<file path="src/rtl/monpro_arbiter.sv">
// monpro_arbiter
//
// Shares a single MonPro core between NUM_REQ modular-exponentiation
// channels. An idle arbiter picks a requester round-robin, streams that
// requester's 2*TOTAL_ADDR operand words (A then B) into the core, waits
// for the core to finish and then forwards the TOTAL_ADDR result words
// back, tagged with the owner's index.
//
// Ports:
//   clk, reset     rising-edge clock, asynchronous active-high reset
//   req            per-requester operation request (level, sampled in IDLE)
//   req_valid      per-requester operand word valid
//   req_data       packed operand words, requester k at [k*DATA_WIDTH +: DATA_WIDTH]
//   gnt            registered one-hot grant
//   busy           high whenever an operation is in progress
//   mp_start       held high to the core for the whole operation
//   mp_inp         operand word to the core, qualified by mp_inp_valid
//   mp_done        one-cycle completion pulse from the core
//   mp_outp        result word from the core, one per cycle after mp_done
//   rsp_valid      result word valid, rsp_data carries it
//   rsp_last       marks the final result word
//   rsp_id         index of the requester owning rsp_data

module monpro_arbiter #(
    parameter int DATA_WIDTH = 64,
    parameter int TOTAL_ADDR = 32,
    parameter int NUM_REQ    = 2
) (
    input  logic                          clk,
    input  logic                          reset,
    input  logic [NUM_REQ-1:0]            req,
    input  logic [NUM_REQ-1:0]            req_valid,
    input  logic [NUM_REQ*DATA_WIDTH-1:0] req_data,
    output logic [NUM_REQ-1:0]            gnt,
    output logic                          busy,
    output logic                          mp_start,
    output logic [DATA_WIDTH-1:0]         mp_inp,
    output logic                          mp_inp_valid,
    input  logic                          mp_done,
    input  logic [DATA_WIDTH-1:0]         mp_outp,
    output logic                          rsp_valid,
    output logic [DATA_WIDTH-1:0]         rsp_data,
    output logic                          rsp_last,
    output logic [2:0]                    rsp_id
);

    localparam logic [1:0] ST_IDLE  = 2'd0;
    localparam logic [1:0] ST_LOAD  = 2'd1;
    localparam logic [1:0] ST_WAIT  = 2'd2;
    localparam logic [1:0] ST_DRAIN = 2'd3;

    localparam int CNT_W = $clog2(2*TOTAL_ADDR + 1);
    localparam logic [CNT_W-1:0] LOAD_LAST  = CNT_W'(2*TOTAL_ADDR - 1);
    localparam logic [CNT_W-1:0] DRAIN_LAST = CNT_W'(TOTAL_ADDR - 1);
    localparam logic [CNT_W-1:0] DRAIN_END  = CNT_W'(TOTAL_ADDR);

    logic [1:0]            state;
    logic [2:0]            sel;
    logic [2:0]            rr_ptr;
    logic [CNT_W-1:0]      word_cnt;

    logic [7:0]            req_pad;
    logic [3:0]            idx;
    logic [2:0]            pick;
    logic                  pick_found;
    logic [7:0]            onehot;
    logic [2:0]            next_ptr;
    logic [DATA_WIDTH-1:0] cur_data;
    logic                  cur_valid;

    assign busy     = (state != ST_IDLE);
    assign req_pad  = 8'(req);
    assign onehot   = 8'd1 << pick;
    assign next_ptr = (sel == 3'(NUM_REQ - 1)) ? 3'd0 : sel + 3'd1;

    // Round-robin search: walk the requesters starting at rr_ptr and wrap
    // modulo NUM_REQ; the first active request wins.
    always_comb begin
        pick       = 3'd0;
        pick_found = 1'b0;
        idx        = 4'd0;
        for (int i = 0; i < NUM_REQ; i++) begin
            idx = {1'b0, rr_ptr} + 4'(i);
            if (idx >= 4'(NUM_REQ)) begin
                idx = idx - 4'(NUM_REQ);
            end
            if (!pick_found && req_pad[idx[2:0]]) begin
                pick       = idx[2:0];
                pick_found = 1'b1;
            end
        end
    end

    // Operand word/valid of the granted requester; everyone else is ignored.
    always_comb begin
        cur_data  = '0;
        cur_valid = 1'b0;
        for (int k = 0; k < NUM_REQ; k++) begin
            if (sel == 3'(k)) begin
                cur_data  = req_data[k*DATA_WIDTH +: DATA_WIDTH];
                cur_valid = req_valid[k];
            end
        end
    end

    // Sequencer. DRAIN runs for TOTAL_ADDR+1 cycles: TOTAL_ADDR cycles
    // capture result words, and the extra cycle is the one in which the
    // registered rsp_last is visible, after which everything drops together.
    // That gives the two-cycle gap between rsp_last and the next grant.
    always_ff @(posedge clk or posedge reset) begin
        if (reset) begin
            state        <= ST_IDLE;
            sel          <= 3'd0;
            rr_ptr       <= 3'd0;
            word_cnt     <= '0;
            gnt          <= '0;
            mp_start     <= 1'b0;
            mp_inp       <= '0;
            mp_inp_valid <= 1'b0;
            rsp_valid    <= 1'b0;
            rsp_data     <= '0;
            rsp_last     <= 1'b0;
            rsp_id       <= 3'd0;
        end else begin
            case (state)
                ST_IDLE: begin
                    rsp_valid <= 1'b0;
                    rsp_last  <= 1'b0;
                    if (pick_found) begin
                        sel      <= pick;
                        gnt      <= onehot[NUM_REQ-1:0];
                        mp_start <= 1'b1;
                        word_cnt <= '0;
                        state    <= ST_LOAD;
                    end
                end
                ST_LOAD: begin
                    if (cur_valid) begin
                        mp_inp       <= cur_data;
                        mp_inp_valid <= 1'b1;
                        if (word_cnt == LOAD_LAST) begin
                            word_cnt <= '0;
                            state    <= ST_WAIT;
                        end else begin
                            word_cnt <= word_cnt + 1'b1;
                        end
                    end else begin
                        mp_inp_valid <= 1'b0;
                    end
                end
                ST_WAIT: begin
                    mp_inp_valid <= 1'b0;
                    mp_inp       <= '0;
                    if (mp_done) begin
                        word_cnt <= '0;
                        state    <= ST_DRAIN;
                    end
                end
                ST_DRAIN: begin
                    if (word_cnt == DRAIN_END) begin
                        state     <= ST_IDLE;
                        gnt       <= '0;
                        mp_start  <= 1'b0;
                        rsp_valid <= 1'b0;
                        rsp_last  <= 1'b0;
                        rr_ptr    <= next_ptr;
                        word_cnt  <= '0;
                    end else begin
                        rsp_data  <= mp_outp;
                        rsp_valid <= 1'b1;
                        rsp_id    <= sel;
                        rsp_last  <= (word_cnt == DRAIN_LAST);
                        word_cnt  <= word_cnt + 1'b1;
                    end
                end
                default: begin
                    state <= ST_IDLE;
                end
            endcase
        end
    end

endmodule

</file>
<file path="config.mk">
export PLATFORM = sky130hd
export DESIGN_NAME = monpro_arbiter
export DESIGN_NICKNAME = d
export VERILOG_FILES = /design/src/rtl/monpro_arbiter.sv
export SDC_FILE = /design/constraint.sdc
export NUM_CORES = 1
export LEC_CHECK = 0
export CORE_ASPECT_RATIO = 0.75
export CORE_MARGIN = 2
export CORE_UTILIZATION = 30
export DETAILED_ROUTE_END_ITERATION = 7
export PLACE_DENSITY = 0.64
export SYNTH_ARGS = -nofsm -noshare
export SYNTH_HDL_FRONTEND = slang
export SYNTH_SLANG_ARGS = --single-unit
</file>
<file path="constraint.sdc">
create_clock -name clk -period 8.1 [get_ports clk]
set_input_delay 1.62 -clock clk [delete_from_list [all_inputs] [get_ports clk]]
set_output_delay 1.62 -clock clk [all_outputs]
set_load 0.005 [all_outputs]
</file>
# Yosys cells after proc, flatten, opt, wreduce, memory -nomap -nowiden

Cells that the tools add are included.

Flip-flop bits (word level): 152
Output and inout port bits: 138
Word-level logic and storage cells: 89

Shifts and indexed selects: 1
Reduce and logical (&&, ||, !) cells: 14
Equal/unequal tests: 12
$add $sub $neg: 5
Multiplexer cells: 40
Bitwise gates (word level): 1
$lt $le $gt $ge: 4

Operators by type and width:

| kind                  | number |
|---|---|
| $mux W64              | 3 |
| $pmux W64 S2          | 1 |
| $mux W7               | 5 |
| $pmux W7 S4           | 1 |
| $mux W3               | 5 |
| $eq A7 B6 Y1 const B  | 2 |
| $mux W2               | 6 |
| $mux W1               | 11 |
| $ne A2 B2 Y1 const B  | 5 |
| $lt A3 B4 Y1 const B  | 2 |
| $pmux W1 S2           | 4 |
| $pmux W2 S4           | 1 |
| $reduce_and A2 Y1     | 4 |
| $add A7 B1 Y7 const B | 1 |
| $eq A7 B5 Y1 const B  | 1 |
| $bmux W1 S3           | 2 |
| $reduce_and A3 Y1     | 2 |
| $reduce_bool A2 Y1    | 3 |
| $sub A3 B2 Y3 const B | 2 |
| $reduce_and A5 Y1     | 1 |
| $add A3 B1 Y4 const B | 1 |
| $eq A2 B2 Y1 const B  | 2 |
| $ge A4 B2 Y1 const B  | 1 |
| $pmux W2 S2           | 1 |
| 10 further kinds      | 10 |

# Longest topological paths before layout

Depth in word-level cells: 11
Mapped depth: 9
Mapped depth without buffers: 8

# Least setup slack after synthesis

OpenSTA, ideal clock, no wires.

Path kind: input-to-reg
Start point: input req_valid[1]
End point: register state[1]
Cell stages on the path: 6
Path slack: 4936 ps
Data arrival time: 3040 ps
Data required time: 7975 ps
Cells stage by stage: mux2i_1 or3_4 a22o_1 a311o_1 and2b_1 mux2_2

Word-level cells in the longest chain between the ends: 3

RTL lines:

| element                     | line | RTL |
|---|---|---|
| start: declaration          | 32   | `input logic [NUM_REQ-1:0] req_valid,` |
| $mux W1                     | 99   | `if (sel == 3'(k)) begin` |
| $ne A2 B2 Y1 (no line)      | -    |  |
| $reduce_and A5 Y1 (no line) | -    |  |
| end signal: assignment      | 112  | `state <= ST_IDLE;` |
| end signal: assignment      | 134  | `state <= ST_LOAD;` |
| end signal: assignment      | 143  | `state <= ST_WAIT;` |
| end: declaration            | 57   | `logic [1:0] state;` |

No other way between the ends.
A chain may end at the register's enable or synchronous reset.

# Worst setup path after layout

Start point: input req_valid[1]
End point: register mp_inp[52]

Word-level cells in the longest chain between the ends: 3

RTL lines:

| element                     | line | RTL |
|---|---|---|
| $mux W1                     | 99   |  |
| $ne A2 B2 Y1 (no line)      | -    |  |
| $reduce_and A2 Y1 (no line) | -    |  |
| end signal: assignment      | 139  | `mp_inp <= cur_data;` |
| end: declaration            | 37   | `output logic [DATA_WIDTH-1:0] mp_inp,` |

No other way between the ends.

==> results.sh <==
export IMPL_status="completed"
export IMPL_crit_top_cell="buf_4"
export IMPL_slew_viol_final=0
export IMPL_finalCriticalPeriod_ps=3660
export IMPL_die_x_um=178
export IMPL_antenna_found_initial=0
export IMPL_synthToLayoutAreaGrowth_pct=61.9
export IMPL_numCtsBuffers=17
export IMPL_synthesis_area_um2=6790
export IMPL_seq_power_share_pct=31.8
export IMPL_clock_root_buffer="clkbuf_16"
export IMPL_start_util_pct=30.6
export IMPL_p_comb_share_pct=48.1
export IMPL_path_clk_slew_ps=60
export IMPL_nNetsFinal=1108
export IMPL_path_max_fanout=68
export IMPL_cellPowerDensity_nw_per_um2=363
export IMPL_dp_hpwl_mm=14.5
export IMPL_rsz0062_at_grt="false"
export IMPL_ctsHtreeMaxLevel=4
export IMPL_finalCritPeriodShare_pct=45.2
export IMPL_worst_pin_slew_ps=932
export IMPL_power_share_clock_pct=20.1
export IMPL_multiInputGateArea_um2=2760
export IMPL_track_usage_pct=16.6
export IMPL_async_flop_share_pct=100
export IMPL_ys_top_cells_by_count="152 x dfrtp_1, 73 x mux2_2, 73 x nand2_1, 65 x o31ai_1, 64 x a22oi_1"
export IMPL_arrival_ps=3910
export IMPL_drt_iter0_markers=336
export IMPL_critPathLaunch="req_valid[1]"
export IMPL_crit_path_end="mp_inp[52]"
export IMPL_critPathSlowestCell="buf_4"
export IMPL_cts_sinks=152
export IMPL_cts_tree="done"
export IMPL_reg2reg_depth=8
export IMPL_cp_end_kind="flip-flop"
export IMPL_met2_usage_pct=27.6
export IMPL_synth_area_leaders="dfrtp_1 56%, mux2_2 12%, o31ai_1 7.2%"
export IMPL_finalClockSkew_ps=14.3
export IMPL_grt_max_degree=91
export IMPL_fin_tns_setup_ps=0
export IMPL_cts_buffer_depth=2
export IMPL_yosys_warnings=0
export IMPL_synth_edf_count=0
export IMPL_grt_pass1_vias=5641
export IMPL_routed_wl_mm=20.3
export IMPL_ys_types=42
export IMPL_synth_seq_cells=152
export IMPL_p_int_w=0.00262
export IMPL_ctsResizeCount=0
export IMPL_grt_ovfl_total=0
export IMPL_post_cts_buffers=0
export IMPL_slowest_delay_ps=640
export IMPL_switchingPower_w=0.00137
export IMPL_clk_latency_ps=410
export IMPL_core_rowCount=47
export IMPL_grt_pass1_wl_mm=30.9
export IMPL_via_per_inst=4.75
export IMPL_firstDrtPassIters=4
export IMPL_ys_seq_area_share_pct=56.0
export IMPL_portBuffers=336
export IMPL_crit_type="in2reg"
export IMPL_r2r_slack_ps=5280
export IMPL_synth_fp_nets=792
export IMPL_avgSynthCellArea_um2=11.7
export IMPL_finalHoldViolations=0
export IMPL_coreArea_um2=22200
export IMPL_diodes=0
export IMPL_ys_flop_type="dfrtp_1"
export IMPL_slew_headroom_pct=37.9
export IMPL_synth_area_leader_cell="dfrtp_1"
export IMPL_drc=0
export IMPL_max_freq_mhz=273
export IMPL_die_area_um2=23900
export IMPL_syn_inst=582
export IMPL_crit_chain="clkdlybuf4s50_1, mux2i_1, or3_4, nor2_1, a21oi_4, buf_4, buf_4, o31ai_1"
export IMPL_start_kind="input port"
export IMPL_ant_nets=0
export IMPL_r2r_end="state[1]"
export IMPL_layout_drive_gt1_share_pct=13.2
export IMPL_r2r_start="rr_ptr[1]"
export IMPL_grt_busiest_layer="met2"
export IMPL_synth_top_area_share_pct=56.0
export IMPL_utilization_pct=49.6
export IMPL_fp_dieH_um=134
export IMPL_wire_per_inst_um=16.8
export IMPL_yosysMostFrequentCell="dfrtp_1"
export IMPL_ir_drop_v=0.000173
export IMPL_finalSetupViolCount=0
export IMPL_hold_buffers=0
export IMPL_holdPathStages=2
export IMPL_final_fill_count=2039
export IMPL_max_cap_viol_count=0
export IMPL_io_pins=337
export IMPL_worst_hold_path_type="reg2reg"
export IMPL_power_leakage_nw=4.56
export IMPL_use_met3_pct=5.27
export IMPL_crit_required_ps=8350
export IMPL_grt_use_met1_pct=21.1
export IMPL_seq_area_um2=3800
export IMPL_switching_share_pct=34.3
export IMPL_vias=5719
export IMPL_finalWeightedCongestion=0.764
kinds of logic after synthesis:
family | count (synthesis) | synth area share (%)
AOI/OAI and AO/OA | 163 | 17.7
and+or+nand+nor | 121 | 8.09
xor gates and xnor gates | 2 | 0.258
DFF | 152 | 56.0
muxes | 74 | 12.3
adders and majority gates | 11 | 2.03
buffers and inverters | 59 | 3.70
metal layers:
| layer | part of all wire, % | up-vias | routed length (um) |
|---|---|---|---|
| met1 | 42 | 2763 | 8600 |
| met3 | 6.7 | 14 | 1360 |
| li1 | - | 2770 | - |
| met2 | 50 | 172 | 10100 |
| met5 | 0 | - | 0 |
| met4 | 0.97 | 0 | 196 |
registers in the layout (all words and copies together) (netlist names):
register and cells:
rsp_valid 1, state 2, word_cnt 7, rsp_id 3, gnt 2, sel 3
rsp_last 1, mp_inp_valid 1, mp_inp 64, mp_start 1, rr_ptr 3, rsp_data 64
power groups by stage:
stage	clock, W	sequential (W)	combinational, W
finish	0.000804	0.00127	0.00192
detailed placement	0	0.00128	0.00196
floorplan	0	0.00129	0.000963
CTS	0.000833	0.00127	0.00196
global route	0.000865	0.00131	0.00209
global placement	0	0.00127	0.00194
critical path: cells and delay by family:
kind	cells	cell delay [ps]
buf+inv	3	1540
compound gates	2	270
simple gates	2	240
mux	1	200
cell type report:
class | count | area share [%]
well taps | 294 | 3.35
multi-input cells | 371 | 25.1
repair buffers | 343 | 31.1
clock inverters | 14 | 1.48
clock buffers | 18 | 3.90
inverters | 13 | 0.489
flip-flops and latches | 152 | 34.6
layout by cell type, fill, tap and decap left out, types with 7 or more instances in the layout:
cell             synthesis  layout
a22oi_1                 64      64
buf_4                    2       7
clkbuf_16                0      17
clkdlybuf4s50_1          0     336
dfrtp_1                152     152
ha_1                    11      10
inv_1                   13      12
mux2_2                  73      73
nand2_1                 73      73
nand3_1                 15      15
nor2_1                  11      11
o21ai_0                 11      11
o31ai_1                 65      65
per-stage QoR:
step | hold WS, ps | setup slack (ps) | cells | instance area [um2] | total power [W]
2_1_floorplan | 473 | 2390 | 582 | 6790 | 0.00226
6_report | 472 | 4440 | 1205 | 11000 | 0.00399
5_1_grt | 496 | 4210 | 1205 | 11000 | 0.00427
4_1_cts | 480 | 4390 | 1205 | 11000 | 0.00407
3_5_place_dp | 465 | 3950 | 1173 | 10400 | 0.00324
3_3_place_gp | 460 | 4030 | 1173 | 10400 | 0.00321
how the worst min path moves through the flow:
stage / from / end / slack [ps]
finish: mp_inp[14] / mp_inp[14] / 470
global placement: mp_inp[32] / mp_inp[32] / 460
global route: mp_inp[8] / mp_inp[8] / 500
detailed placement: mp_inp[14] / mp_inp[14] / 470
CTS: mp_inp[14] / mp_inp[14] / 480
floorplan: mp_inp[0] / mp_inp[0] / 470
No activity file was read; power rests on OpenSTA's default activity.
